**src/rtl/writeback_module.sv**
```systemverilog
// Write-back stage of the RV32I pipeline: load extraction, write-value select,
// the 32x32 integer register file with bypassed read ports, and the WB forwarding bundle.
module writeback_module #(
   parameter int XLEN  = 32,
   parameter int NREGS = 32
) (
   input  logic            i_clk,
   input  logic            i_rst_n,
   input  logic            i_clk_en,
   input  logic            i_ma_mem_to_reg,
   input  logic [1:0]      i_ma_rw_sel,
   input  logic            i_ma_reg_wr,
   input  logic [4:0]      i_ma_reg_dest,
   input  logic [XLEN-1:0] i_ma_result,
   input  logic [XLEN-1:0] i_ma_read_data,
   input  logic [XLEN-1:0] i_ma_pc_plus_4,
   input  logic [2:0]      i_ma_funct3,
   input  logic [4:0]      i_rs1_addr,
   input  logic [4:0]      i_rs2_addr,
   output logic [XLEN-1:0] o_rs1_data,
   output logic [XLEN-1:0] o_rs2_data,
   output logic            o_wb_reg_wr,
   output logic [4:0]      o_wb_reg_dest,
   output logic [XLEN-1:0] o_wb_data,
   output logic            o_wb_misaligned,
   output logic [31:0]     o_wb_count
);

   localparam logic [2:0] F3_LB  = 3'b000;
   localparam logic [2:0] F3_LH  = 3'b001;
   localparam logic [2:0] F3_LW  = 3'b010;
   localparam logic [2:0] F3_LBU = 3'b100;
   localparam logic [2:0] F3_LHU = 3'b101;

   logic [1:0]      offset;
   logic [7:0]      load_byte;
   logic [15:0]     load_half;
   logic [XLEN-1:0] load_data;
   logic [XLEN-1:0] wb_value;
   logic            misaligned_load;
   logic            write_req;
   logic            commit;
   logic            bypass_en;

   logic [XLEN-1:0] regs_q [NREGS];
   logic            wb_reg_wr_q,   wb_reg_wr_d;
   logic [4:0]      wb_reg_dest_q, wb_reg_dest_d;
   logic [XLEN-1:0] wb_data_q,     wb_data_d;
   logic            misaligned_q,  misaligned_d;
   logic [31:0]     count_q,       count_d;

   assign offset = i_ma_result[1:0];

   // NOTE: every output of a combinational block gets a default first, so no path leaves it unassigned and no latch is inferred.
   always_comb begin
      load_byte = i_ma_read_data[7:0];
      case (offset)
         2'd1:    load_byte = i_ma_read_data[15:8];
         2'd2:    load_byte = i_ma_read_data[23:16];
         2'd3:    load_byte = i_ma_read_data[31:24];
         default: load_byte = i_ma_read_data[7:0];
      endcase
      load_half = offset[1] ? i_ma_read_data[31:16] : i_ma_read_data[15:0];

      load_data = i_ma_read_data;
      case (i_ma_funct3)
         F3_LB:   load_data = {{(XLEN-8){load_byte[7]}}, load_byte};
         F3_LBU:  load_data = {{(XLEN-8){1'b0}}, load_byte};
         F3_LH:   load_data = {{(XLEN-16){load_half[15]}}, load_half};
         F3_LHU:  load_data = {{(XLEN-16){1'b0}}, load_half};
         default: load_data = i_ma_read_data;
      endcase
   end

   always_comb begin
      if (i_ma_mem_to_reg)
         wb_value = load_data;
      else if (i_ma_rw_sel == 2'b10)
         wb_value = i_ma_pc_plus_4;
      else
         wb_value = i_ma_result;
   end

   // Writes to x0 are dropped before the alignment check, so they never raise the pulse.
   assign write_req = i_clk_en & i_ma_reg_wr & (i_ma_reg_dest != 5'd0);
   assign misaligned_load = write_req & i_ma_mem_to_reg &
                            ((((i_ma_funct3 == F3_LH) || (i_ma_funct3 == F3_LHU)) && offset[0]) ||
                             ((i_ma_funct3 == F3_LW) && (offset != 2'd0)));
   assign commit    = write_req & ~misaligned_load;
   assign bypass_en = commit & i_rst_n;

   always_comb begin
      o_rs1_data = '0;
      if (i_rs1_addr != 5'd0)
         o_rs1_data = (bypass_en && (i_rs1_addr == i_ma_reg_dest)) ? wb_value : regs_q[i_rs1_addr];
      o_rs2_data = '0;
      if (i_rs2_addr != 5'd0)
         o_rs2_data = (bypass_en && (i_rs2_addr == i_ma_reg_dest)) ? wb_value : regs_q[i_rs2_addr];
   end

   always_comb begin
      wb_reg_wr_d   = wb_reg_wr_q;
      wb_reg_dest_d = wb_reg_dest_q;
      wb_data_d     = wb_data_q;
      misaligned_d  = misaligned_q;
      count_d       = count_q;
      if (i_clk_en) begin
         wb_reg_wr_d  = commit;
         misaligned_d = misaligned_load;
         if (commit) begin
            wb_reg_dest_d = i_ma_reg_dest;
            wb_data_d     = wb_value;
            count_d       = count_q + 32'd1;
         end
      end
   end

   // NOTE: the register array is cleared by reset because software may read any register before writing it.
   always_ff @(posedge i_clk) begin
      if (!i_rst_n) begin
         for (int i = 0; i < NREGS; i++)
            regs_q[i] <= '0;
      end else if (commit) begin
         regs_q[i_ma_reg_dest] <= wb_value;
      end
   end

   // NOTE: sequential state uses non-blocking assignments so every register samples pre-edge values.
   always_ff @(posedge i_clk) begin
      if (!i_rst_n) begin
         wb_reg_wr_q   <= 1'b0;
         wb_reg_dest_q <= 5'd0;
         wb_data_q     <= '0;
         misaligned_q  <= 1'b0;
         count_q       <= 32'd0;
      end else begin
         wb_reg_wr_q   <= wb_reg_wr_d;
         wb_reg_dest_q <= wb_reg_dest_d;
         wb_data_q     <= wb_data_d;
         misaligned_q  <= misaligned_d;
         count_q       <= count_d;
      end
   end

   assign o_wb_reg_wr     = wb_reg_wr_q;
   assign o_wb_reg_dest   = wb_reg_dest_q;
   assign o_wb_data       = wb_data_q;
   assign o_wb_misaligned = misaligned_q;
   assign o_wb_count      = count_q;

endmodule
```
**config.mk**
```make
export PLATFORM = sky130hd
export DESIGN_NAME = writeback_module
export DESIGN_NICKNAME = d
export VERILOG_FILES = /design/src/rtl/writeback_module.sv
export SDC_FILE = /design/constraint.sdc
export NUM_CORES = 2
export LEC_CHECK = 0
export BUFFER_PORTS_ARGS = -buffer_cell sky130_fd_sc_hd__buf_2
export CORE_ASPECT_RATIO = 1.25
export CORE_MARGIN = 2
export CORE_UTILIZATION = 50
export CTS_BUF_LIST = sky130_fd_sc_hd__clkbuf_2
export CTS_CLUSTER_SIZE = 12
export DETAILED_ROUTE_END_ITERATION = 12
export GPL_ROUTABILITY_DRIVEN = 0
export PLACE_DENSITY = 0.67
export SYNTH_ARGS = -nofsm -noshare
export SYNTH_HDL_FRONTEND = slang
export SYNTH_SLANG_ARGS = --single-unit
```
**constraint.sdc**
```tcl
create_clock -name i_clk -period 3.8 [get_ports i_clk]
set_input_delay 0.57 -clock i_clk [delete_from_list [all_inputs] [get_ports i_clk]]
set_output_delay 0.57 -clock i_clk [all_outputs]
set_load 0.005 [all_outputs]
```
==> insert_results.sql <==
INSERT INTO impl_metrics (metric_group, metric, value, unit) VALUES
('floorplanning', 'fp.dieW', '308', 'um'),
('timing', 'final_count_of_hold_timing_violations', '0', ''),
('grt', 'grt_first_pass_wirelength', '314000', 'um'),
('floorplanning', 'die_area', '0.118', 'mm^2'),
('critical_path', 'critical_path_peak_fanout', '2', ''),
('cts', 'clk_latency', '1.67', 'ns'),
('floorplanning', 'total_core_area', '0.115', 'mm^2'),
('finish', 'drive_above_1_share', '0.335', ''),
('timing', 'achievable-frequency', '234', 'MHz'),
('finish', 'multi_input_area', '0.0257', 'mm^2'),
('cts', 'post_cts_clock_slew_at_the_launch_and_capture_registers_of_the_worst_setup_and_hold_paths', '0.13', 'ns'),
('grt', 'grt_start_max_net_pins', '67', ''),
('critical_path', 'arrival', '3.70', 'ns'),
('grt', 'globalRouteTotalUtil', '0.374', ''),
('cts', 'tritoncts.num_buffers', '280', ''),
('yosys', 'synthesis.area', '0.0577', 'mm^2'),
('routing', 'drtIter0Drc', '6877', ''),
('timing', 'fin_ws', '-0.473', 'ns'),
('cts', 'ctsLongestPathBuffers', '4', ''),
('routing', 'vias_cell', '6.86', ''),
('power_and_ir_drop', 'vdd_drop_max', '0.228', 'mV'),
('job', 'timing.max_cap.violations', '0', ''),
('yosys', 'ff_latch_count_synth', '1095', ''),
('place', 'io_buffer_count', '255', ''),
('yosys', 'ys_top_cells_by_count', 'sky130_fd_sc_hd__nor2_1 (1110), sky130_fd_sc_hd__edfxtp_1 (1024), sky130_fd_sc_hd__mux4_2 (323), sky130_fd_sc_hd__mux2i_1 (298), sky130_fd_sc_hd__clkbuf_1 (221)', ''),
('critical_path', 'crit_required', '3.23', 'ns'),
('cts', 'cts_sinks', '1095', ''),
('timing', 'clock-skew-final', '0.0547', 'ns'),
('finish', 'number_of_nets_in_the_layout', '5328', ''),
('timing', 'rsz0062_at_grt', 'yes', ''),
('routing', 'routed_via_count', '47036', ''),
('yosys', 'synth-edff-count', '1024', ''),
('status', 'violations', 'setup timing', ''),
('yosys', 'syn_area_per_cell', '12.5', 'um^2'),
('critical_path', 'timing.setup.critical_path_class', 'reg -> out', ''),
('routing', 'wire_per_inst', '32.8', 'um'),
('finish', 'num-fill-cells', '8965', ''),
('cts', 'htreeDepth', '5', ''),
('floorplanning', 'num_rows', '139', ''),
('finish', 'area_growth', '18.6', '%'),
('yosys', 'synth_sequential_area_ratio', '0.557', ''),
('place', 'dp_worst_setup_slack', '-0.128', 'ns'),
('cts', 'cts_root_buf', 'sky130_fd_sc_hd__clkbuf_2', ''),
('yosys', 'yosys.cell_types.count', '72', ''),
('yosys', 'synth.most_common_cell', 'sky130_fd_sc_hd__nor2_1', ''),
('yosys', 'syn-instance-count', '4612', ''),
('power_and_ir_drop', 'finalPower', '26.9', 'mW'),
('status', 'status', 'complete, but fails checks', ''),
('floorplanning', 'initial_utilization', '0.504', ''),
('cts', 'cts_tree', 'done', ''),
('yosys', 'netlist_top_cells_area', 'sky130_fd_sc_hd__edfxtp_1 (53%), sky130_fd_sc_hd__mux4_2 (13%), sky130_fd_sc_hd__nor2_1 (7.2%), sky130_fd_sc_hd__mux2i_1 (5.2%), sky130_fd_sc_hd__dfxtp_1 (2.5%)', ''),
('grt', 'vias_in_the_first_global_route', '46618', ''),
('grt', 'antenna_found_initial', '10', ''),
('yosys', 'synthDominantAreaCellType', 'sky130_fd_sc_hd__edfxtp_1', ''),
('timing', 'finalWorstPathRequiredPeriod', '4.27', 'ns'),
('floorplanning', 'floorplan.die.height', '384', 'um'),
('critical_path', 'worst_setup_path_end_kind', 'primary output', ''),
('routing', 'drt_drc_violations_left', '0', ''),
('yosys', 'synth_largest_type_area_fraction', '0.533', ''),
('yosys', 'async_reset_ff_frac', '0', ''),
('yosys', 'synth_warnings', '0', ''),
('grt', 'overflow', '0', ''),
('yosys', 'ys_dominant_reg_cell', 'sky130_fd_sc_hd__edfxtp_1', ''),
('min_path', 'min-delay-path-class', 'in -> reg', ''),
('routing', 'totalWireLength', '225000', 'um'),
('routing', 'drt.antenna.violating_nets', '0', ''),
('finish', 'register_area', '0.0322', 'mm^2'),
('routing', 'drtPass1Iterations', '7', ''),
('critical_path', 'worst_setup_path_start_kind', 'flip-flop', ''),
('timing', 'tightest_slew', '1.45', 'ns'),
('timing', 'timing.max_slew.rel_slack', '0.0320', ''),
('timing', 'finalSetupViolCount', '64', ''),
('place', 'dp_hpwl', '140000', 'um'),
('timing', 'period_share', '1.12', ''),
('timing', 'final-max-slew-violation-count', '0', ''),
('power_and_ir_drop', 'power.density_cell_area', '393', 'mW/mm^2'),
('power_and_ir_drop', 'p_leak', '25.3', 'nW'),
('floorplanning', 'boundaryPins', '256', '');
## state kept, by name, summed over array words and instances, names as in the netlist
register / flops
o_wb_misaligned: 1
o_wb_reg_wr: 1
o_wb_data: 32
regs_q: 1024
o_wb_count: 32
o_wb_reg_dest: 5
## area by class of cell
class                           count  share of cell area
Clock inverter                     48             0.00267
Clock buffer                      395              0.0289
Multi-Input combinational cell   3054               0.376
Antenna cell                       12            0.000439
Tap cell                         1480              0.0270
Timing Repair Buffer              765              0.0947
Inverter                           10            0.000585
Sequential cell                  1095               0.470
## critical path, cell delays in order, from the launching register on
cell	delay, ns
sky130_fd_sc_hd__edfxtp_1	0.40
sky130_fd_sc_hd__mux4_2	0.49
sky130_fd_sc_hd__mux2i_2	0.21
sky130_fd_sc_hd__mux2i_4	0.14
sky130_fd_sc_hd__a2111oi_4	0.37
sky130_fd_sc_hd__a21oi_1	0.08
sky130_fd_sc_hd__buf_4	0.17
sky130_fd_sc_hd__buf_6	0.11
## layout by cell type (no fill, tap or decap), types with 21 or more instances in the layout
cell                               n
sky130_fd_sc_hd__nor2_1         1090
sky130_fd_sc_hd__edfxtp_1       1024
sky130_fd_sc_hd__clkbuf_2        395
sky130_fd_sc_hd__mux4_2          323
sky130_fd_sc_hd__buf_4           281
sky130_fd_sc_hd__mux2i_1         270
sky130_fd_sc_hd__buf_2           243
sky130_fd_sc_hd__dlygate4sd3_1   153
sky130_fd_sc_hd__nand2_1         144
sky130_fd_sc_hd__mux2_2          118
sky130_fd_sc_hd__o21ai_0          86
sky130_fd_sc_hd__a21oi_1          77
sky130_fd_sc_hd__dfxtp_1          71
sky130_fd_sc_hd__buf_12           68
sky130_fd_sc_hd__nand2_2          56
sky130_fd_sc_hd__o22ai_1          55
sky130_fd_sc_hd__a221o_1          44
sky130_fd_sc_hd__a221oi_1         42
sky130_fd_sc_hd__clkinv_1         42
sky130_fd_sc_hd__nor2b_1          41
sky130_fd_sc_hd__a211oi_1         40
sky130_fd_sc_hd__nand2b_1         35
sky130_fd_sc_hd__nand3_1          35
sky130_fd_sc_hd__nand4_1          35
sky130_fd_sc_hd__a221oi_2         32
sky130_fd_sc_hd__conb_1           32
sky130_fd_sc_hd__a22oi_2          26
sky130_fd_sc_hd__o31ai_1          25
sky130_fd_sc_hd__o21ai_1          21
## power breakdown
part / switching (mW) / internal, mW
registers: 0.338 / 13.8
clock network: 4.86 / 2.73
logic: 3.14 / 2.05
total: 8.34 / 18.6
## worst paths after layout
check	startpoint	end	slack, ns	cells past startpoint
worst max-delay path	regs_q[7][17]$_SDFFCE_PN0P_	o_rs2_data[17]	-0.47	7
worst min-delay path	i_ma_read_data[22]	regs_q[16][22]$_SDFFCE_PN0P_	0.03	7
worst max register to register	o_wb_count[4]$_SDFFE_PN0P_	o_wb_count[29]$_SDFFE_PN0P_	1.40	5
worst min register to register	o_wb_data[28]$_SDFFE_PN0P_	o_wb_data[28]$_SDFFE_PN0P_	0.47	2
## routing by layer
layer  track usage  up-vias  routed length (um)  part of all wire
met5             0        -                  39           0.00017
met4         0.280        6               20800             0.092
met3         0.117     1093               30800              0.14
met2         0.576     4002              102000              0.45
met1         0.441    23129               71300              0.32
li1              -    18806                   -                 -
## per-stage QoR
step	cells	cell area (um^2)	util	hold WS, ns	setup TNS [ns]
detailed placement	6240	62400	0.544	0.445	-0.128
global placement	6240	62400	0.544	0.440	-0.120
global route	6856	68500	0.597	-0.0231	-19.85
finish	6859	68500	0.597	0.0264	-12.23
floorplan	4643	57800	-	0.453	0
CTS	6823	67600	0.590	0.0150	-16.07
## cells by family after synthesis
family | synth area share
compound gates | 0.0809
xor+xnor | 0.00349
fa+ha+maj | 0.000217
buf+inv | 0.0401
flops | 0.557
mux | 0.201
other cells | 0.0000650
simple gates | 0.117
## what timing repair did
item	CTS	global route
cloned	0	1
pin swaps	112	72
gates resized for setup	331	110
setup endpoints to repair	64	64
setup buffers	7	10
hold endpoints to repair	1263	139
hold buffers	143	25
Power figures use the tool's default switching activity.
